$ cat src/rtl/arm_blk_xfer_seq.sv
// arm_blk_xfer_seq: LDM/STM block-transfer sequencer with base writeback
module arm_blk_xfer_seq #(
  parameter int ADDR_W = 32,
  parameter int DATA_W = 32
) (
  input  logic              clk,
  input  logic              rst,
  input  logic              start,
  input  logic              is_load,
  input  logic              p_bit,
  input  logic              u_bit,
  input  logic              w_bit,
  input  logic [3:0]        base_reg,
  input  logic [ADDR_W-1:0] base_val,
  input  logic [15:0]       reg_list,
  output logic [3:0]        rf_rd_addr,
  input  logic [DATA_W-1:0] rf_rd_data,
  output logic [3:0]        rf_w_addr,
  output logic [DATA_W-1:0] rf_w_data,
  output logic              rf_write_reg,
  output logic              rf_write_pc,
  output logic [DATA_W-1:0] pc_data,
  output logic              mem_req,
  output logic              mem_we,
  output logic [ADDR_W-1:0] mem_addr,
  output logic [DATA_W-1:0] mem_wdata,
  input  logic [DATA_W-1:0] mem_rdata,
  input  logic              mem_ready,
  output logic              busy,
  output logic              done
);
  typedef enum logic [2:0] {IDLE, SETUP, XFER, WB, DONE} state_t;
  state_t state_q, state_d;
  logic is_load_q, is_load_d, p_q, p_d, u_q, u_d, wb_q, wb_d;
  logic [3:0] base_reg_q, base_reg_d, cur;
  logic [15:0] rem_q, rem_d;
  logic [ADDR_W-1:0] base_q, base_d, addr_q, addr_d, final_q, final_d, n4;
  logic [4:0] n;
  // state and latched-request registers; reset aborts any transfer at once
  always_ff @(posedge clk) begin
    if (rst) begin
      state_q    <= IDLE;
      is_load_q  <= 1'b0;
      p_q        <= 1'b0;
      u_q        <= 1'b0;
      wb_q       <= 1'b0;
      base_reg_q <= '0;
      rem_q      <= '0;
      base_q     <= '0;
      addr_q     <= '0;
      final_q    <= '0;
    end else begin
      state_q    <= state_d;
      is_load_q  <= is_load_d;
      p_q        <= p_d;
      u_q        <= u_d;
      wb_q       <= wb_d;
      base_reg_q <= base_reg_d;
      rem_q      <= rem_d;
      base_q     <= base_d;
      addr_q     <= addr_d;
      final_q    <= final_d;
    end
  end
  // next state, address arithmetic and per-state interface outputs
  always_comb begin
    state_d      = state_q;
    is_load_d    = is_load_q;
    p_d          = p_q;
    u_d          = u_q;
    wb_d         = wb_q;
    base_reg_d   = base_reg_q;
    rem_d        = rem_q;
    base_d       = base_q;
    addr_d       = addr_q;
    final_d      = final_q;
    rf_rd_addr   = '0;
    rf_w_addr    = '0;
    rf_w_data    = '0;
    rf_write_reg = 1'b0;
    rf_write_pc  = 1'b0;
    pc_data      = '0;
    mem_req      = 1'b0;
    mem_we       = 1'b0;
    mem_addr     = '0;
    mem_wdata    = '0;
    done         = 1'b0;
    n            = '0;
    cur          = '0;
    for (int i = 0; i < 16; i++) n = n + 5'(rem_q[i]);
    for (int i = 15; i >= 0; i--) if (rem_q[i]) cur = 4'(i);
    n4   = ADDR_W'({n, 2'b00});
    busy = (state_q == SETUP) || (state_q == XFER) || (state_q == WB);
    case (state_q)
      IDLE: if (start) begin
        is_load_d  = is_load;
        p_d        = p_bit;
        u_d        = u_bit;
        wb_d       = w_bit && (base_reg != 4'd15) && !(is_load && reg_list[base_reg]);
        base_reg_d = base_reg;
        base_d     = base_val;
        rem_d      = reg_list;
        state_d    = SETUP;
      end
      SETUP: begin
        final_d = u_q ? base_q + n4 : base_q - n4;
        addr_d  = u_q ? (p_q ? base_q + ADDR_W'(4) : base_q)
                      : (p_q ? base_q - n4 : base_q - n4 + ADDR_W'(4));
        state_d = (n == 5'd0) ? DONE : XFER;
      end
      XFER: begin
        mem_req    = 1'b1;
        mem_we     = !is_load_q;
        mem_addr   = addr_q;
        rf_rd_addr = is_load_q ? 4'd0 : cur;
        mem_wdata  = is_load_q ? '0 : rf_rd_data;
        if (mem_ready) begin
          addr_d       = addr_q + ADDR_W'(4);
          rem_d        = rem_q & (rem_q - 16'd1);
          rf_write_reg = is_load_q && (cur != 4'd15);
          rf_write_pc  = is_load_q && (cur == 4'd15);
          rf_w_addr    = rf_write_reg ? cur : 4'd0;
          rf_w_data    = rf_write_reg ? mem_rdata : '0;
          pc_data      = rf_write_pc ? mem_rdata : '0;
          state_d      = (rem_d != 16'd0) ? XFER : (wb_q ? WB : DONE);
        end
      end
      WB: begin
        rf_write_reg = 1'b1;
        rf_w_addr    = base_reg_q;
        rf_w_data    = DATA_W'(final_q);
        state_d      = DONE;
      end
      DONE: begin
        done    = 1'b1;
        state_d = IDLE;
      end
      default: state_d = IDLE;
    endcase
  end
endmodule
$ cat config.mk
export PLATFORM = sky130hd
export DESIGN_NAME = arm_blk_xfer_seq
export DESIGN_NICKNAME = d
export VERILOG_FILES = /design/src/rtl/arm_blk_xfer_seq.sv
export SDC_FILE = /design/constraint.sdc
export NUM_CORES = 1
export LEC_CHECK = 0
export BUFFER_PORTS_ARGS = -buffer_cell sky130_fd_sc_hd__buf_4
export CAP_MARGIN = 15
export CORE_MARGIN = 8
export CORE_UTILIZATION = 35
export DETAILED_ROUTE_END_ITERATION = 10
export SETUP_SLACK_MARGIN = 0.4
export SYNTH_ARGS = -nofsm -noshare
export SYNTH_HDL_FRONTEND = slang
export SYNTH_SLANG_ARGS = --single-unit
$ cat constraint.sdc
create_clock -name clk -period 13.25 [get_ports clk]
set_input_delay 1.9875 -clock clk [delete_from_list [all_inputs] [get_ports clk]]
set_output_delay 1.9875 -clock clk [all_outputs]
set_load 0.03 [all_outputs]
==> impl_results.md <==
- Status: finished, final reports clean
- Switching power total: 1.66 mW
- Total non-filler cell area in the finished layout: 13300 µm²
- Total grt overflow: 0
- Horizontal die dimension: 190 µm
- PortBufs: 265
- Switching fraction of total power: 51.9%
- Critical R2R Launch: rem_q[5]
- Largest cells by area after synthesis: sky130_fd_sc_hd__dfxtp_1 23%, sky130_fd_sc_hd__nand2_1 7.7%, sky130_fd_sc_hd__a21oi_1 6.2%, sky130_fd_sc_hd__and3_1 4.5%, sky130_fd_sc_hd__clkbuf_1 4.0%
- Clk pwr share: 14.0%
- Number of nets at the end of the flow: 1838
- Filler instances: 3142
- Setup repair after global routing missed its margin: no
- Core region area: 29700 µm²
- Count of hold buffers inserted by post-cts repair: 0
- Number of DRC markers in iteration 0: 757
- Final Slew Violations: 0
- Wirelength per Cell: 19.2 µm
- Total power per unit cell area: 240 nW/µm²
- Largest net degree at the start of global routing: 71
- Summed instance area of the synthesized netlist: 10600 µm²
- Number of flip-flops and latches in the synthesized netlist: 123
- DP HPWL: 31200 µm
- Register share of total power: 18.7%
- Critical path required time: 13540 ps
- Die Outline Area: 36100 µm²
- Post-CTS resize count: 0
- Final GP Congestion: 0.923
- Effective utilization at floorplan: 35.7%
- Setup violations, final: 0
- Post-detailed-placement cell area: 12700 µm²
- Root buffer cell: sky130_fd_sc_hd__clkbuf_16
- Reg2reg end: addr_q[28]
- Setup slack, reg-to-reg: 6010 ps
- Logic gate share of total power: 67.3%
- Min-Delay Path Depth: 2
- Transition time at the pin with the least slew margin: 953 ps
- Area occupied by multi-input gates: 7470 µm²
- Area share of the largest cell type after synthesis: 23.2%
- Number of buffers on the longest clock path: 2
- Sequential area share after synthesis: 23.2%
- Post-synth top area cell: sky130_fd_sc_hd__dfxtp_1
- # IOs: 266
- Fin crit period: 7240 ps
- Overall routing resource usage: 21.5%
- Clock input transition at the sequential cells of the worst setup and hold paths: 60 ps
- Wire length after detailed routing: 40100 µm
- Internal Power: 1.54 mW
- Critical Setup Path Class: register to register
- Total chip power: 3.19 mW
- Startpoint class of the critical path: register
- Sinks on Clock Net: 123
- First-pass GRT wire length: 62700 µm
- Post-CTS Setup Repair Bufs: 0
- Most used DFF post-synth: sky130_fd_sc_hd__dfxtp_1
- Category of the worst setup path capture point: register
- Type of the tightest min-delay check: register to register
- Synthesis-to-finish area growth: 25.6%
- Number of remaining DRC errors: 0
- Final cell utilization of the core: 44.8%
- Antenna viol nets, final: 0
- Endpoint with the worst hold slack: addr_q[0]
- Highest ir drop seen on vdd: 0.161 mV
- Sequential cell area: 2460 µm²
- Cell variety after synth: 75
- Summed negative setup slack over all endpoints: 0 ps
- CTS H-tree lvls: 4
- Max Clock Freq: 0.138 GHz
- Leakage power: 5.60 nW
- Fraction of final layout cells sized beyond drive strength 1: 20.5%
- Via count of the first global-routing pass: 11811
- Number of buffers created by CTS: 17
- Worst Reg-to-Reg Cells: 23
- DR pass1 iterations: 5
- List of most frequent post-synthesis cells: 217 x sky130_fd_sc_hd__nand2_1, 132 x sky130_fd_sc_hd__a21oi_1, 123 x sky130_fd_sc_hd__dfxtp_1
- Count of endpoints failing hold in the final timing report: 0
- Yosys warning count: 0
- Number of antenna violations at the first check in global routing: 0
- Max-cap viol count: 0
- Clock tree from TritonCTS: built
- Std-Cell Rows: 63
- Period utilization: 54.6%
- DIE HEIGHT: 190 µm
- Number of vias per cell: 5.61
- Post-synthesis async set-or-reset flop share: 0%
- Cell total after placement: 2049
- Normalized max-slew margin: 36.4%
- Synthesized instance count: 1506
- Count of flip-flops with a built-in enable after synthesis: 0
- Clock Skew: 13.2 ps
- Crit path max fanout: 7
- Via count: 11697
- Syn_nets: 1663
- N_diodes: 0
- Syn_area_per_cell: 7.04 µm²
- Clock network latency to the later pin of the worst-skew pair: 440 ps
- Cell with the most instances after synthesis: sky130_fd_sc_hd__nand2_1
- HP Start: addr_q[0]
- Final std cells w/o fill: 2084
- Crit path DAT: 7530 ps
## state kept, by name (all words and copies together) (netlist names)
signal and cells:
addr_q 32, base_q 32, base_reg_q 4, final_q 32, is_load_q 1, p_q 1
rem_q 16, state_q 3, u_q 1, wb_q 1
## layer usage
metal  GRT usage, %  up-vias  routed length, µm
met4           7.73        0               1050
met1           23.3     5540              15800
met3           4.63       65               2090
met5              0        -                  0
met2           40.2      347              21100
li1               -     5745                  -
## worst max-delay path: stages, from the launching register on
cell	delay (ps)
sky130_fd_sc_hd__dfxtp_1	420
sky130_fd_sc_hd__inv_1	120
sky130_fd_sc_hd__fa_1	550
sky130_fd_sc_hd__inv_1	50
sky130_fd_sc_hd__fa_1	460
sky130_fd_sc_hd__fa_1	510
sky130_fd_sc_hd__inv_1	50
sky130_fd_sc_hd__fa_1	420
sky130_fd_sc_hd__inv_1	70
sky130_fd_sc_hd__ha_1	170
sky130_fd_sc_hd__inv_1	60
sky130_fd_sc_hd__fa_1	400
sky130_fd_sc_hd__nor2b_1	140
sky130_fd_sc_hd__o21ai_0	150
sky130_fd_sc_hd__ha_1	260
sky130_fd_sc_hd__or4_4	470
sky130_fd_sc_hd__nor4_1	710
sky130_fd_sc_hd__nand2b_1	360
sky130_fd_sc_hd__or4_1	580
sky130_fd_sc_hd__a31oi_1	210
sky130_fd_sc_hd__nand4_1	280
sky130_fd_sc_hd__or3_1	430
sky130_fd_sc_hd__a21oi_1	150
sky130_fd_sc_hd__o22ai_1	80
## how the worst max path moves through the flow
stage                     startpoint    endpoint  slack, ps  depth (start not counted)
final                       rem_q[5]  addr_q[28]       6010                         23
after floorplan             rem_q[5]  addr_q[31]       6360                         27
after CTS                   rem_q[5]  addr_q[28]       6030                         23
after detailed placement    rem_q[5]  addr_q[28]       6030                         23
after global placement      rem_q[5]  addr_q[28]       6240                         23
after global routing        rem_q[5]  addr_q[28]       5610                         23
## power by group through the flow
stage | logic (mW) | clock network, mW | registers [mW]
global placement | 2.11 | 0 | 0.602
detailed placement | 2.14 | 0 | 0.604
finish | 2.15 | 0.448 | 0.597
global route | 2.39 | 0.472 | 0.613
floorplan | 1.61 | 0 | 0.522
CTS | 2.14 | 0.455 | 0.596
## layout make-up
type                    instances  area share [%]
well taps                     390            3.66
repair buffers                283            16.2
clock inverters                14           0.930
flip-flops and latches        123            18.5
multi-input cells            1208            56.1
inverters                      48            1.35
clock buffers                  18            3.30
## placed cells by master (no fill, tap or decap), drive strengths merged, types with 21 or more instances in the layout
cell,count
a21oi,132
a22o,36
and2,46
and3,76
buf,283
dfxtp,123
ha,21
inv,48
nand2,217
nand3,52
nor2,112
nor3,45
nor4,24
o21ai,78
xnor2,45
xor2,43
## logic make-up (layout without fill, tap and decap cells)
family	Yosys count	in the layout	share of synthesized area [%]
AO/OA/AOI/OAI	389	389	23.6
XOR/XNOR	88	88	7.27
adder cells (fa/ha/maj)	33	33	4.74
buffers and inverters	175	363	6.50
flip-flops	123	123	23.2
multiplexers	18	18	2.42
AND/OR/NAND/NOR	680	680	32.2
## per-stage QoR
stage                     hold slack [ps]  setup WS (ps)
after floorplan                       432           6360
after global placement                440           6240
after detailed placement              443           6030
after CTS                             451           6030
after global routing                  466           5610
final                                 449           6010
(Power assumes the default switching activity.)
